`config.mk`:
```
export PLATFORM = sky130hd
export DESIGN_NAME = alu_multicycle
export DESIGN_NICKNAME = d
export VERILOG_FILES = /design/src/rtl/alu_multicycle.sv
export SDC_FILE = /design/constraint.sdc
export NUM_CORES = 1
export LEC_CHECK = 0
export ABC_AREA = 0
export CELL_PAD_IN_SITES_DETAIL_PLACEMENT = 0
export CELL_PAD_IN_SITES_GLOBAL_PLACEMENT = 2
export CORE_MARGIN = 2
export CORE_UTILIZATION = 33
export CTS_CLUSTER_DIAMETER = 200
export DETAILED_ROUTE_END_ITERATION = 12
export MAX_ROUTING_LAYER = met4
export PLACE_DENSITY = 0.76
export RECOVER_POWER = 25
export SLEW_MARGIN = 30
export SYNTH_ARGS = -nofsm -noshare
export SYNTH_HDL_FRONTEND = slang
export SYNTH_SLANG_ARGS = --single-unit
```
`constraint.sdc`:
```
create_clock -name clk -period 5.41 [get_ports clk]
set_input_delay 1.623 -clock clk [delete_from_list [all_inputs] [get_ports clk]]
set_output_delay 1.623 -clock clk [all_outputs]
set_load 0.1 [all_outputs]
```
`src/rtl/alu_multicycle.sv`:
```
// Multi-cycle unsigned integer ALU: single-cycle ops finish at the accept edge,
// MUL (shift-add) and MOD (restoring division) take WIDTH iterations.
module alu_multicycle #(
   parameter int WIDTH = 32
) (
   input  logic             clk,
   input  logic             rst,
   input  logic             start,
   input  logic [3:0]       control,
   input  logic [WIDTH-1:0] a_bus,
   input  logic [WIDTH-1:0] b_bus,
   output logic [WIDTH-1:0] c_bus,
   output logic [WIDTH-1:0] c_hi,
   output logic             z_flag,
   output logic             c_flag,
   output logic             div0,
   output logic             busy,
   output logic             done
);

   localparam logic [3:0] OP_ADD   = 4'd1;
   localparam logic [3:0] OP_SUB   = 4'd2;
   localparam logic [3:0] OP_MUL   = 4'd3;
   localparam logic [3:0] OP_MOD   = 4'd4;
   localparam logic [3:0] OP_PASSA = 4'd5;
   localparam logic [3:0] OP_PASSB = 4'd6;
   localparam logic [3:0] OP_INC   = 4'd7;
   localparam logic [3:0] OP_DEC   = 4'd8;
   localparam logic [3:0] OP_CLR   = 4'd9;

   localparam int CNT_W = $clog2(WIDTH);
   localparam logic [CNT_W-1:0] LAST = CNT_W'(WIDTH - 1);

   typedef enum logic [1:0] {S_IDLE, S_MUL, S_DIV} state_t;

   state_t               state, state_nxt;
   logic [CNT_W-1:0]     cnt, cnt_nxt;
   logic [WIDTH-1:0]     a_lat, b_lat, a_lat_nxt, b_lat_nxt;
   logic [2*WIDTH-1:0]   acc, acc_nxt;
   logic [WIDTH-1:0]     c_bus_nxt, c_hi_nxt;
   logic                 z_nxt, cf_nxt, div0_nxt, done_nxt;
   logic [WIDTH:0]       quick;
   logic                 quick_vld;
   logic [WIDTH:0]       mul_sum, div_shift, div_trial;
   logic [2*WIDTH-1:0]   mul_step, div_step;
   logic [WIDTH-1:0]     rem_final;

   // MUL: acc = {partial product, remaining multiplier bits}; add on LSB, then shift right.
   assign mul_sum  = {1'b0, acc[2*WIDTH-1:WIDTH]} + (acc[0] ? {1'b0, a_lat} : {(WIDTH+1){1'b0}});
   assign mul_step = {mul_sum, acc[WIDTH-1:1]};

   // DIV: acc = {remainder, dividend bits}; bit WIDTH of the trial flags a failed subtract.
   assign div_shift = {acc[2*WIDTH-1:WIDTH], acc[WIDTH-1]};
   assign div_trial = div_shift - {1'b0, b_lat};
   assign div_step  = div_trial[WIDTH] ? {div_shift[WIDTH-1:0], acc[WIDTH-2:0], 1'b0}
                                       : {div_trial[WIDTH-1:0], acc[WIDTH-2:0], 1'b1};
   assign rem_final = (b_lat == '0) ? a_lat : div_step[2*WIDTH-1:WIDTH];

   assign busy = (state != S_IDLE);

   always_comb begin
      quick     = '0;
      quick_vld = 1'b1;
      case (control)
         OP_ADD:   quick = {1'b0, a_bus} + {1'b0, b_bus};
         OP_SUB:   quick = {1'b0, a_bus} - {1'b0, b_bus};
         OP_PASSA: quick = {1'b0, a_bus};
         OP_PASSB: quick = {1'b0, b_bus};
         OP_INC:   quick = {1'b0, a_bus} + (WIDTH+1)'(1);
         OP_DEC:   quick = {1'b0, a_bus} - (WIDTH+1)'(1);
         OP_CLR:   quick = '0;
         default:  quick_vld = 1'b0;
      endcase
   end

   always_comb begin
      state_nxt = state;
      cnt_nxt   = cnt;
      a_lat_nxt = a_lat;
      b_lat_nxt = b_lat;
      acc_nxt   = acc;
      c_bus_nxt = c_bus;
      c_hi_nxt  = c_hi;
      z_nxt     = z_flag;
      cf_nxt    = c_flag;
      div0_nxt  = div0;
      done_nxt  = 1'b0;
      case (state)
         S_IDLE: begin
            if (start) begin
               a_lat_nxt = a_bus;
               b_lat_nxt = b_bus;
               cnt_nxt   = '0;
               if (control == OP_MUL) begin
                  state_nxt = S_MUL;
                  acc_nxt   = {{WIDTH{1'b0}}, b_bus};
               end else if (control == OP_MOD) begin
                  state_nxt = S_DIV;
                  acc_nxt   = {{WIDTH{1'b0}}, a_bus};
               end else begin
                  // Illegal opcodes still pulse done but leave every result untouched.
                  done_nxt = 1'b1;
                  if (quick_vld) begin
                     c_bus_nxt = quick[WIDTH-1:0];
                     c_hi_nxt  = '0;
                     z_nxt     = (quick[WIDTH-1:0] == '0);
                     cf_nxt    = quick[WIDTH];
                  end
               end
            end
         end
         S_MUL: begin
            acc_nxt = mul_step;
            cnt_nxt = cnt + CNT_W'(1);
            if (cnt == LAST) begin
               state_nxt = S_IDLE;
               cnt_nxt   = '0;
               done_nxt  = 1'b1;
               c_bus_nxt = mul_step[WIDTH-1:0];
               c_hi_nxt  = mul_step[2*WIDTH-1:WIDTH];
               z_nxt     = (mul_step[WIDTH-1:0] == '0);
               cf_nxt    = 1'b0;
            end
         end
         S_DIV: begin
            acc_nxt = div_step;
            cnt_nxt = cnt + CNT_W'(1);
            if (cnt == LAST) begin
               state_nxt = S_IDLE;
               cnt_nxt   = '0;
               done_nxt  = 1'b1;
               c_bus_nxt = rem_final;
               c_hi_nxt  = '0;
               z_nxt     = (rem_final == '0);
               cf_nxt    = 1'b0;
               div0_nxt  = (b_lat == '0);
            end
         end
         default: state_nxt = S_IDLE;
      endcase
   end

   always_ff @(posedge clk or posedge rst) begin
      if (rst) begin
         state  <= S_IDLE;
         cnt    <= '0;
         c_bus  <= '0;
         c_hi   <= '0;
         z_flag <= 1'b1;
         c_flag <= 1'b0;
         div0   <= 1'b0;
         done   <= 1'b0;
      end else begin
         state  <= state_nxt;
         cnt    <= cnt_nxt;
         c_bus  <= c_bus_nxt;
         c_hi   <= c_hi_nxt;
         z_flag <= z_nxt;
         c_flag <= cf_nxt;
         div0   <= div0_nxt;
         done   <= done_nxt;
      end
   end

   // Operand and iteration registers are only meaningful while busy, so they carry no reset.
   always_ff @(posedge clk) begin
      a_lat <= a_lat_nxt;
      b_lat <= b_lat_nxt;
      acc   <= acc_nxt;
   end

endmodule

```
==> flow_metrics.py, run 1 <==
metrics = {
    "cts": {
        "clk_latency_ns": 0.56,
        "cts_buffer_depth": 3,
        "cts.clk_slew.worst_paths_ns": 0.06,
        "holdBufCountCts": 0,
        "root_buffer": "clkbuf_16",
        "numCtsBuffers": 25,
        "cts_tree": "done",
        "cts_num_sinks": 203,
        "h-tree-depth": 1,
    },
    "synthesis": {
        "yosysUniqueCellTypes": 82,
        "netlist_area_mm2": 0.0171,
        "synth.avg_cell_area_um2": 8.47,
        "synth_area_leader_cell": "edfxtp_1",
        "async_reset_ff_frac": 0.369,
        "yosys_warnings": 0,
        "ys_seq_area_frac": 0.334,
        "synth.area.top_cells": "edfxtp_1, dfrtp_1, ha_1, a21oi_1, nand2_1",
        "synth_top_cell_area_share": 0.224,
        "synth_edf_count": 128,
        "synth_flop_cell": "edfxtp_1",
        "syn_inst": 2024,
        "synth.most_common_cell": "nand2_1",
        "syn_nets": 2201,
        "synth-seq-cells": 203,
        "synthTopCellsByCount": "nand2_1, a21oi_1, o21ai_0, edfxtp_1, clkbuf_1",
    },
    "setup_path": {
        "critPathMostFrequentCell": "or3_4",
        "cp_data_required_time_ns": 5.90,
        "crit_end": "z_flag",
        "cp_max_fo": 4,
        "cpMaxStageDelayCell": "or4_4",
        "cp-start-kind": "input pin",
        "critPathMaxStageDelay_ns": 0.56,
        "r2r-start": "acc[31]",
        "end_kind": "flip-flop",
        "startpoint": "b_bus[7]",
        "reg2reg_slack_ns": -0.42,
        "critPathArrivalTime_ns": 7.02,
        "r2r_end": "z_flag",
        "worstSetupPathType": "input pin to flip-flop",
        "r2r_cells": 21,
    },
    "detailed_routing": {
        "remaining_drc_errors": 0,
        "antenna_left": 0,
        "wl_um": 74700,
        "drt_iter0_drc": 1570,
        "vias_per_cell": 5.71,
        "wl_per_cell_um": 23.9,
        "dr.pass1.iters": 7,
        "vias": 17800,
    },
    "flow_run": {
        "drv_cap": 1,
    },
    "final_layout": {
        "seqCellArea_mm2": 0.00572,
        "fin_util": 0.453,
        "stdcell_area_mm2": 0.0233,
        "multi_input_area_mm2": 0.0115,
        "fillCellCount": 5120,
        "diodes": 0,
        "drive_above_1_share": 0.233,
        "area_growth_pct": 35.7,
        "nets": 2601,
    },
    "global_route": {
        "grt_overflow_total": 0,
        "grt_antenna_before_repair": 1,
        "grt_usage": 0.280,
        "grt_pass1_wl_um": 110000,
        "grt_max_degree": 84,
        "grt_pass1_vias": 17500,
    },
    "placement": {
        "portBuffers": 139,
        "dpl.hpwl_um": 59300,
        "place_ws_ns": -2.21,
        "gp_congestion": 0.967,
        "placed_area_mm2": 0.0217,
    },
    "power": {
        "finalPower_w": 0.0148,
        "power.density_mw_per_mm2": 637,
        "p_leak_nw": 9.53,
        "vdd_drop_max_mv": 0.281,
    },
    "sta": {
        "fmax_mhz": 153,
        "fin_skew_ns": 0.0244,
        "fin_crit_sh": 1.21,
        "slew_viol_final": 37,
        "hold-worst-slack_ns": 0.476,
        "fin_crit_ns": 6.53,
        "setup_viol": 21,
        "hold_viol": 0,
        "fin_ws_ns": -1.12,
        "slew_headroom": -0.0786,
        "rsz0062_at_grt": "yes",
        "worst_pin_slew_ns": 1.61,
    },
    "floorplanning": {
        "dieHeight_um": 232,
        "fp.coreArea_mm2": 0.0513,
        "pin_count": 140,
        "dieArea_mm2": 0.0538,
        "die_x_um": 232,
        "rows": 83,
        "start_util": 0.334,
    },
    "worst_hold_path": {
        "worstHoldPathType": "flip-flop to flip-flop",
    },
    "outcome": {
        "failed_checks": "max-capacitance violations, max-slew violations, negative setup slack",
        "outcome": "finished with violations",
    },
}
cell families (layout without fill, tap and decap cells):
| group | Yosys count | in the layout | synth area share |
|---|---|---|---|
| compound gates | 691 | 691 | 0.263 |
| simple gates | 660 | 660 | 0.189 |
| flops | 203 | 203 | 0.334 |
| buf+inv | 199 | 618 | 0.0456 |
| xor+xnor | 109 | 109 | 0.0557 |
| fa+ha+maj | 106 | 106 | 0.0787 |
| mux | 56 | 56 | 0.0338 |
layer usage:
layer  up-vias  global-route usage  share of wire
li1       8401                   -              -
met1      8665               0.359           0.43
met2       654               0.452           0.47
met3       124              0.0212          0.051
met4         0               0.124          0.049
met5         -                   -              0
worst min path at each step:
stage | start | endpoint | depth (start not counted)
after floorplan | cnt[4] | cnt[4] | 2
after global placement | c_hi[14] | c_hi[14] | 2
after detailed placement | c_hi[24] | c_hi[24] | 2
after CTS | c_hi[24] | c_hi[24] | 2
after global routing | c_hi[24] | c_hi[24] | 2
final | c_hi[14] | c_hi[14] | 2
cell type report:
type	instances	share of cell area
multi-input cells	1622	0.493
clock inverters	19	0.00506
inverters	67	0.0118
repair buffers	505	0.180
well taps	680	0.0366
clock buffers	27	0.0272
flip-flops and latches	203	0.246
worst max-delay path: cells and delay by family:
kind | cells | cell delay [ns]
xor gates and xnor gates | 2 | 0.36
AOI/OAI and AO/OA | 6 | 0.94
buffers and inverters | 4 | 0.50
and+or+nand+nor | 12 | 3.34
adders and majority gates | 1 | 0.23
layout by cell type, fill, tap and decap left out, drive strengths merged, types with 20 or more instances in the layout:
| cell type | n |
|---|---|
| buf | 352 |
| nand2 | 246 |
| a21oi | 188 |
| o21ai | 159 |
| edfxtp | 128 |
| nor2 | 113 |
| ha | 103 |
| clkdlybuf4s50 | 87 |
| dfrtp | 74 |
| inv | 66 |
| xnor2 | 55 |
| xor2 | 54 |
| a21o | 53 |
| and2 | 50 |
| clkbuf | 48 |
| a221oi | 44 |
| dlygate4sd3 | 43 |
| mux2i | 41 |
| nand3 | 36 |
| a211oi | 35 |
| nand2b | 31 |
| nand4 | 29 |
| nor3 | 29 |
| or3 | 27 |
| a31oi | 25 |
| nor4 | 23 |
| nor2b | 21 |
| o211ai | 20 |
where the power goes:
part | internal, W | switching (W) | total (W)
clock | 0.000853 | 0.000731 | 0.00158
sequential | 0.00237 | 0.000501 | 0.00287
combinational | 0.00397 | 0.00638 | 0.0104
through the flow:
stage,setup TNS (ns),std cells
after global routing,-16.37,3123
after floorplan,-14.09,2024
after global placement,-39.76,3054
final,-12.72,3123
after CTS,-15.72,3110
after detailed placement,-40.55,3054
flip-flops by register name (all words and copies together) (netlist names):
register  cells
b_lat        32
c_hi         32
div0          1
acc          64
c_bus        32
c_flag        1
cnt           5
state         2
done          1
a_lat        32
z_flag        1
what timing repair did:
| item | 4_1_cts | 5_1_grt |
|---|---|---|
| endpoints found under the setup margin | 26 | 25 |
| setup buffers | 11 | 20 |
| gates resized for setup | 110 | 83 |
| pin swaps | 81 | 103 |
Power figures use the tool's default switching activity.
==> inputs of run 2 (changes only) <==
ABC_CLOCK_PERIOD_IN_PS = 5410   (was unset)
HOLD_SLACK_MARGIN = 0.08   (was unset)
==> results of run 2 <==
No change in the layout: final DEF, timing and power equal those of run 1.
